`src/rtl/pwm_capture.sv`:
```
// PWM input capture: synchronizes an external PWM signal and measures its high time and period in clock cycles.
// A programmable timeout reports a stuck input level instead of a measurement.
module pwm_capture #(
    parameter int Resolution = 32
) (
    input  logic                  clk_i,
    input  logic                  rst_i,
    input  logic                  en_i,
    input  logic                  pwm_i,
    input  logic [Resolution-1:0] timeout_i,
    output logic [Resolution-1:0] high_time_o,
    output logic [Resolution-1:0] period_o,
    output logic                  static_o,
    output logic                  level_o,
    output logic                  valid_o
);

    typedef enum logic [1:0] {
        IDLE,
        HIGH,
        LOW
    } state_t;

    localparam logic [Resolution-1:0] CntOne = Resolution'(1);

    state_t                state_q;
    logic                  s1_q;
    logic                  s2_q;
    logic                  s3_q;
    logic [Resolution-1:0] cnt_q;
    logic [Resolution-1:0] shadowHigh_q;
    logic [Resolution-1:0] highTime_q;
    logic [Resolution-1:0] period_q;
    logic                  static_q;
    logic                  level_q;
    logic                  valid_q;

    logic                  rise_d;
    logic                  fall_d;
    logic                  timeoutHit_d;
    logic [Resolution-1:0] cntInc_d;

    assign rise_d       = s2_q & ~s3_q;
    assign fall_d       = ~s2_q & s3_q;
    assign timeoutHit_d = (timeout_i != '0) && (cnt_q == timeout_i);
    // The counter saturates rather than wrapping, so a live timeout lowered below it can never match.
    assign cntInc_d     = (cnt_q == '1) ? cnt_q : cnt_q + CntOne;

    // Synchronizer, measurement FSM and registered result outputs; edges always take priority over timeout.
    always_ff @(posedge clk_i) begin
        if (rst_i) begin
            state_q      <= IDLE;
            s1_q         <= 1'b0;
            s2_q         <= 1'b0;
            s3_q         <= 1'b0;
            cnt_q        <= '0;
            shadowHigh_q <= '0;
            highTime_q   <= '0;
            period_q     <= '0;
            static_q     <= 1'b0;
            level_q      <= 1'b0;
            valid_q      <= 1'b0;
        end else begin
            s1_q    <= pwm_i;
            s2_q    <= s1_q;
            s3_q    <= s2_q;
            valid_q <= 1'b0;
            if (!en_i) begin
                state_q <= IDLE;
                cnt_q   <= '0;
            end else begin
                case (state_q)
                    IDLE: begin
                        if (rise_d) begin
                            state_q <= HIGH;
                            cnt_q   <= CntOne;
                        end else begin
                            cnt_q   <= '0;
                        end
                    end
                    HIGH: begin
                        if (fall_d) begin
                            state_q      <= LOW;
                            shadowHigh_q <= cnt_q;
                            cnt_q        <= cntInc_d;
                        end else if (timeoutHit_d) begin
                            state_q    <= IDLE;
                            cnt_q      <= '0;
                            highTime_q <= '0;
                            period_q   <= '0;
                            static_q   <= 1'b1;
                            level_q    <= s2_q;
                            valid_q    <= 1'b1;
                        end else begin
                            cnt_q      <= cntInc_d;
                        end
                    end
                    LOW: begin
                        if (rise_d) begin
                            state_q    <= HIGH;
                            cnt_q      <= CntOne;
                            highTime_q <= shadowHigh_q;
                            period_q   <= cnt_q;
                            static_q   <= 1'b0;
                            valid_q    <= 1'b1;
                        end else if (timeoutHit_d) begin
                            state_q    <= IDLE;
                            cnt_q      <= '0;
                            highTime_q <= '0;
                            period_q   <= '0;
                            static_q   <= 1'b1;
                            level_q    <= s2_q;
                            valid_q    <= 1'b1;
                        end else begin
                            cnt_q      <= cntInc_d;
                        end
                    end
                    default: begin
                        state_q <= IDLE;
                        cnt_q   <= '0;
                    end
                endcase
            end
        end
    end

    assign high_time_o = highTime_q;
    assign period_o    = period_q;
    assign static_o    = static_q;
    assign level_o     = level_q;
    assign valid_o     = valid_q;

endmodule

```
`config.mk`:
```
export PLATFORM = sky130hd
export DESIGN_NAME = pwm_capture
export DESIGN_NICKNAME = d
export VERILOG_FILES = /design/src/rtl/pwm_capture.sv
export SDC_FILE = /design/constraint.sdc
export NUM_CORES = 1
export LEC_CHECK = 0
export BUFFER_PORTS_ARGS = -buffer_cell sky130_fd_sc_hd__buf_2
export CAP_MARGIN = 30
export CORE_UTILIZATION = 25
export DETAILED_ROUTE_END_ITERATION = 12
export GPL_TIMING_DRIVEN = 0
export HOLD_SLACK_MARGIN = 0.05
export SKIP_LAST_GASP = 1
export SYNTH_ARGS = -nofsm -noshare
export SYNTH_HDL_FRONTEND = slang
export SYNTH_SLANG_ARGS = --single-unit
```
`constraint.sdc`:
```
create_clock -name clk_i -period 2.2 [get_ports clk_i]
set_input_delay 0.11 -clock clk_i [delete_from_list [all_inputs] [get_ports clk_i]]
set_output_delay 0.11 -clock clk_i [all_outputs]
set_load 0.005 [all_outputs]
```
==> impl_metrics.csv, run 1 <==
group,metric,value,unit
worst_setup_path,cp_num_buf_inv,5,
worst_setup_path,crit_family,"buffers and inverters",
final_layout,drive_gt1_frac,0.292,
final_layout,fillers,2479,
logic_synthesis,synth.area.top_cells,"dfxtp_1, nand2_1, o21ai_0",
place,dp_hpwl,14.5,mm
floorplanning,core,23800,µm²
final_layout,antennaDiodeCount,0,
pwr,pwr-share-clk,0.536,
worst_setup_path,cp-start-kind,"register",
worst_setup_path,reg2reg_from,"cnt_q[6]",
timing,clock_skew,10.8,ps
cts,cts_tree,"built",
floorplanning,die_x,159,µm
run_status,violations,"setup timing",
timing,max_freq,452,MHz
timing,hold_viol_final,0,
worst_setup_path,reg2reg_to,"period_o[25]",
final_layout,multiInputGateArea,3160,µm²
final_layout,post-route-util,0.343,
place,routabilityCongestion,0.876,
global_routing,grtUsageTotal,0.164,
final_layout,layout_common_cells,"nand2_1, dfxtp_1, buf_2, o21ai_0, a21oi_1",
timing,worst_slack,-13.3,ps
logic_synthesis,ys_seq_elements,136,
pwr,p_per_area,697,nW/µm²
min_path,hold_depth,5,
route,drc,0,
floorplanning,dieArea,25200,µm²
global_routing,grt_pass1_vias,5577,
final_layout,area_delta_synth_final,32.7,%
global_routing,grt_max_degree,17,
route,avgRoutedWirePerCell,16.6,µm
worst_setup_path,rrSetupSlack,-10,ps
logic_synthesis,synth-edff-count,0,
logic_synthesis,syn_inst,749,
cts,clkLatencyLatePin,430,ps
pwr,ir_drop,0.471,mV
logic_synthesis,synth_top_cell_area_share,0.444,
logic_synthesis,syn_nets,790,
timing,worstMarginPinSlew,691,ps
final_layout,final_common_cell,"nand2_1",
timing,finalCritPeriodShare,1.01,
worst_setup_path,endpoint_kind,"register",
pwr,switching_power,1220,µW
cts,clock-sinks,136,
worst_setup_path,r2r_cells,10,
route,firstDrtPassIters,5,
min_path,min_to,"state_q[1]",
route,finalWirelength,20.3,mm
min_path,hold_class,"in2reg",
floorplanning,chipHeight,159,µm
logic_synthesis,ys_async_sr_fraction,0,
timing,post-route-min-period,2210,ps
pwr,p_int,4450,µW
cts,cts_buffers,17,
global_routing,antenna_found_initial,0,
worst_setup_path,worstPathMaxFanout,6,
run_status,status,"complete, but fails checks",
route,num_vias,5849,
logic_synthesis,yosys.area.top_type,"dfxtp_1",
route,antenna_left,0,
pwr,p_seq_frac,0.435,
worst_setup_path,cp.required,2510,ps
logic_synthesis,syn_avg_cell_area,8.19,µm²
pwr,pwr-share-comb,0.029,
timing,slew_headroom,0.538,
timing,hold_ws,182,ps
final_layout,final-seq-area,2750,µm²
worst_setup_path,slowest_stage,"dfxtp_2",
route,viasPerCell,4.77,
worst_setup_path,worstPathCellList,"buf_6, xor2_1, nor4_1, nand4_1, buf_4, nor4_4, buf_6, buf_6, clkbuf_16, o21ai_2",
logic_synthesis,ys_warn_count,0,
cts,clockBufferDepth,2,
min_path,hold_start,"en_i",
run,maxCapViolCount,0,
cts,htreeDepth,4,
floorplanning,core.rowCount,56,
pwr,switching_share,0.215,
floorplanning,pin_count,103,
worst_setup_path,crit_type,"reg2reg",
pwr,leakagePower,0.00313,µW
global_routing,grt_pass1_wl,30.7,mm
logic_synthesis,synth-main-ff-cell,"dfxtp_1",
worst_setup_path,cpPeakStageDelay,310,ps
cts,clock-root-buffer,"clkbuf_16",
timing,drv_slew,0,
logic_synthesis,synth.distinct_cells,52,
timing,grt_setup_unrepaired,"true",
logic_synthesis,seq_area_frac_synth,0.444,
route,drt_iter0_markers,435,
timing,finalSetupViolCount,4,
place,portBuffers,102,
floorplanning,start_util,0.258,
cts,path_clk_slew,60,ps
logic_synthesis,synth.cell_area,6130,µm²
final_layout,nNetsFinal,935,
worst_setup_path,cp.arrival,2520,ps
worst_setup_path,path_common_cell,"buf_6",
global_routing,grt_overflow_total,0,
power by group through the flow:
stage	Clock (µW)	Sequential (µW)	Combinational (µW)
6_report	3040	2470	166
3_3_place_gp	0	2520	151
3_5_place_dp	0	2520	151
5_1_grt	3180	2470	175
2_1_floorplan	0	2520	63.0
4_1_cts	3070	2470	161
worst max-delay path by stage:
stage | to | from | depth (start not counted)
final | period_o[25] | cnt_q[6] | 10
after global routing | period_o[25] | cnt_q[6] | 10
after CTS | period_o[29] | cnt_q[7] | 10
after detailed placement | period_o[29] | state_q[0] | 9
after global placement | high_time_o[2] | state_q[0] | 9
after floorplan | cnt_q[26] | cnt_q[0] | 6
repair_timing:
action | 4_1_cts | 5_1_grt
buffers inserted | 16 | 12
cloned | 1 | 1
endpoints found under the setup margin | 129 | 130
endpoints found under the hold margin | 4 | 0
pin swaps | 8 | 26
hold buffers | 3 | 0
resized for setup | 47 | 92
per-layer routing:
layer  GRT usage  up-vias  share of wire
li1            -     2899              -
met1       0.211     2741           0.45
met2       0.259      179           0.45
met3      0.0389       30          0.062
met4      0.0733        0          0.031
met5           0        -              0
registers in the layout, indices dropped and copies added, names as in the netlist:
signal and flops:
shadowHigh_q 32, level_o 1, high_time_o 32, s2_q 1, period_o 32, state_q 2
static_o 1, valid_o 1, s3_q 1, s1_q 1, cnt_q 32
Yosys cell counts (all sizes together), types with 3 or more instances:
library cell,instances
or4,15
nand4,12
or3,13
a211oi,26
ha,5
nand3,14
o31ai,14
buf,24
nand2,210
a21oi,36
nor2,7
nand2b,3
and2,3
nor2b,5
clkbuf,42
o21ai,81
mux2i,3
and4,7
dfxtp,136
xor2,33
nor4,21
and3,8
nor3,9
inv,4
area by class of cell:
cell class / instances / share of cell area
tap: 319 / 0.0490
sequential: 136 / 0.338
buffer: 59 / 0.0507
clock buffer: 21 / 0.0553
clock inverter: 11 / 0.0212
multi-input combinational: 542 / 0.388
inverter: 4 / 0.00184
timing repair buffer: 134 / 0.0964
worst register-to-register path: stages, from the launching register on:
cell,delay (ps)
dfxtp_2,310
buf_6,120
xor2_1,150
nor4_1,290
nand4_1,160
buf_4,180
nor4_4,310
buf_6,230
buf_6,140
clkbuf_16,150
o21ai_2,60
through the flow:
stage	total power [µW]	cell area [µm²]	instances	setup WS (ps)	TNS [ps]
after global routing	5820	8140	1226	-119	-3970
after floorplan	2580	6130	749	45.8	0
after global placement	2670	7040	1170	-637	-47560
final	5670	8140	1226	-13.3	-34.6
after detailed placement	2670	7040	1170	-644	-47760
after CTS	5700	7930	1217	-16.4	-16.4
logic make-up (layout without fill, tap and decap cells):
logic type,Yosys count,in the layout,share of synthesized area
mux,4,4,0.00673
simple gates,328,328,0.262
xor+xnor,35,35,0.0500
compound gates,170,170,0.164
fa+ha+maj,5,5,0.0102
flops,136,136,0.444
buf+inv,71,229,0.0638
Note: power is estimated with default switching activity, not from simulation.
==> run 2: changes to the inputs <==
--- a/config.mk
+++ b/config.mk
@@ -5,6 +5,7 @@
 export SDC_FILE = /design/constraint.sdc
 export NUM_CORES = 1
 export LEC_CHECK = 0
+export ABC_AREA = 1
 export BUFFER_PORTS_ARGS = -buffer_cell sky130_fd_sc_hd__buf_2
 export CAP_MARGIN = 30
 export CORE_UTILIZATION = 25
==> run 2 against run 1 <==
Effect of this change: the flow now finishes without violations; utilization is 3.1 points lower; hold slack worse by 120 ps; clock-buffer cell count is 3 lower; clock skew is 1.9 ps lower; global-route usage hardly changed; critical endpoint is now cnt_q[26].
==> impl_metrics.csv, run 2 <==
group,metric,value,unit
run_status,status,"completed",
min_path,hold_class,"in2reg",
global_routing,grt_max_degree,17,
cts,cts_buffers,17,
worst_setup_path,crit_path_start,"cnt_q[16]",
global_routing,grt_pass1_vias,6523,
global_routing,grt_overflow_total,0,
worst_setup_path,crit_type,"reg2reg",
timing,drv_slew,0,
run,maxCapViolCount,0,
timing,max_freq,473,MHz
cts,clock-root-buffer,"clkbuf_16",
logic_synthesis,ys_seq_elements,136,
pwr,pwr-share-clk,0.525,
timing,hold_viol_final,0,
cts,clock-sinks,136,
min_path,hold_start,"en_i",
pwr,pwr-share-comb,0.040,
final_layout,final_common_cell,"nand2_1",
logic_synthesis,yosys.area.top_type,"dfxtp_1",
timing,hold_ws,61.0,ps
pwr,p_int,4350,µW
place,portBuffers,101,
worst_setup_path,reg2reg_from,"cnt_q[16]",
cts,path_clk_slew,60,ps
pwr,p_seq_frac,0.435,
route,avgRoutedWirePerCell,16.0,µm
route,num_vias,7004,
pwr,leakagePower,0.00349,µW
floorplanning,pin_count,103,
route,drc,0,
cts,clockBufferDepth,2,
logic_synthesis,syn_inst,1017,
floorplanning,chipHeight,173,µm
logic_synthesis,seq_area_frac_synth,0.373,
logic_synthesis,ys_warn_count,0,
pwr,switching_share,0.232,
worst_setup_path,r2r_cells,8,
place,dp_hpwl,18.6,mm
logic_synthesis,synth-edff-count,0,
pwr,switching_power,1320,µW
pwr,ir_drop,0.510,mV
logic_synthesis,synth_top_cell_area_share,0.373,
logic_synthesis,synth.area.top_cells,"dfxtp_1, nand2_1, nand3_2",
logic_synthesis,yosysMostFrequentCell,"nand2_1",
final_layout,nNetsFinal,1180,
floorplanning,die_x,173,µm
timing,finalCritPeriodShare,0.961,
floorplanning,start_util,0.255,
final_layout,layout_common_cells,"nand2_1, dfxtp_1, buf_2, inv_1, a21oi_1",
cts,cts_tree,"built",
cts,htreeDepth,4,
pwr,p_per_area,634,nW/µm²
route,viasPerCell,4.56,
worst_setup_path,cpPeakStageDelay,650,ps
timing,finalSetupViolCount,0,
global_routing,grt_pass1_wl,37.2,mm
worst_setup_path,slowest_stage,"dfxtp_1",
final_layout,drive_gt1_frac,0.283,
timing,slew_headroom,0.510,
timing,clock_skew,8.83,ps
cts,cts_setup_buffers,0,
worst_setup_path,cp-start-kind,"register",
logic_synthesis,syn_avg_cell_area,7.18,µm²
worst_setup_path,path_common_cell,"nor2_1",
worst_setup_path,worstPathMaxFanout,7,
route,finalWirelength,24.6,mm
floorplanning,core,28700,µm²
timing,worstMarginPinSlew,735,ps
logic_synthesis,synth_commonest_cells,"nand2_1, dfxtp_1, inv_1",
floorplanning,dieArea,29900,µm²
route,firstDrtPassIters,5,
timing,post-route-min-period,2110,ps
logic_synthesis,ys_async_sr_fraction,0,
logic_synthesis,synth.cell_area,7310,µm²
floorplanning,core.rowCount,62,
logic_synthesis,synth-main-ff-cell,"dfxtp_1",
place,routabilityCongestion,0.937,
pwr,power,5670,µW
final_layout,post-route-util,0.312,
worst_setup_path,cp.arrival,2430,ps
cts,clkLatencyLatePin,430,ps
worst_setup_path,endpoint_kind,"register",
worst_setup_path,worstPathCellList,"inv_2, nor3_1, nand2_1, inv_1, nand4_1, nor2_1, xor2_1, nor2_1",
global_routing,grtUsageTotal,0.164,
final_layout,area_delta_synth_final,22.5,%
route,antenna_left,0,
global_routing,antenna_found_initial,1,
logic_synthesis,syn_nets,1058,
logic_synthesis,synth.distinct_cells,34,
timing,grt_setup_unrepaired,"true",
worst_setup_path,cp.required,2520,ps
route,drt_iter0_markers,524,
min_path,hold_depth,3,
[run 2: cell count changes after synthesis, sizes merged, moves of 15 or more]
cell | previous run | this run
buf | 24 | 40
a21oi | 36 | 131
nor2 | 7 | 78
nor4 | 21 | 1
nand3 | 14 | 117
nand2 | 210 | 291
inv | 4 | 106
a211oi | 26 | 1
clkbuf | 42 | 23
or4 | 15 | 0
o21ai | 81 | 6
[run 2: worst max-delay path, delay by kind of cell (launching register included)]
kind,cells,cell delay (ps)
simple gates,5,950
flops,1,650
buf+inv,2,250
xor+xnor,1,150
[run 2: final timing paths]
path	slack [ps]	to
max	90	cnt_q[26]
min	60	shadowHigh_q[7]
max reg2reg	90	cnt_q[26]
min reg2reg	410	s2_q
[run 2: kinds of logic (layout without fill, tap and decap cells)]
family                   count (synthesis)  count (layout)  share of synthesized area
AO/OA/AOI/OAI                          139             139                      0.122
XOR/XNOR                                28              28                     0.0336
adder cells (fa/ha/maj)                  5               5                    0.00856
buffers and inverters                  172             306                      0.109
flip-flops                             136             136                      0.373
other                                    0               1                          0
AND/OR/NAND/NOR                        537             537                      0.354
[run 2: final cells by class]
class	count	area, µm²
Antenna cell	1	2.50
Inverter	109	409
Sequential cell	136	2730
Multi-Input combinational cell	709	3790
Tap cell	384	480
Fill cell	3148	19800
Buffer	63	395
Clock buffer	18	439
Clock inverter	13	169
Timing Repair Buffer	103	526
[run 2: timing repair]
item | 4_1_cts | 5_1_grt
hold buffers | 2 | 0
setup endpoints to repair | 23 | 83
cloned | 0 | 0
hold endpoints to repair | 3 | 0
resized for setup | 2 | 10
[run 2: power groups by stage]
stage	registers [µW]	clock network, µW	logic [µW]
4_1_cts	2470	3020	228
5_1_grt	2470	3120	257
3_5_place_dp	2520	0	224
2_1_floorplan	2520	0	131
3_3_place_gp	2520	0	223
6_report	2470	2980	228
[run 2: through the flow]
| step | area [µm²] | setup slack (ps) | TNS, ps | cells |
|---|---|---|---|---|
| 2_1_floorplan | 7310 | 490 | 0 | 1017 |
| 3_3_place_gp | 8290 | -56.5 | -56.5 | 1502 |
| 3_5_place_dp | 8290 | -36.4 | -44.4 | 1502 |
| 4_1_cts | 8920 | 25.7 | 0 | 1535 |
| 5_1_grt | 8950 | -13.9 | -43.9 | 1536 |
| 6_report | 8950 | 85.7 | 0 | 1536 |
[run 2: per-layer routing]
| layer | wire, µm | global-route usage |
|---|---|---|
| met3 | 1590 | 0.0374 |
| met2 | 11100 | 0.259 |
| met5 | 0 | 0 |
| met4 | 553 | 0.0479 |
| met1 | 11400 | 0.222 |
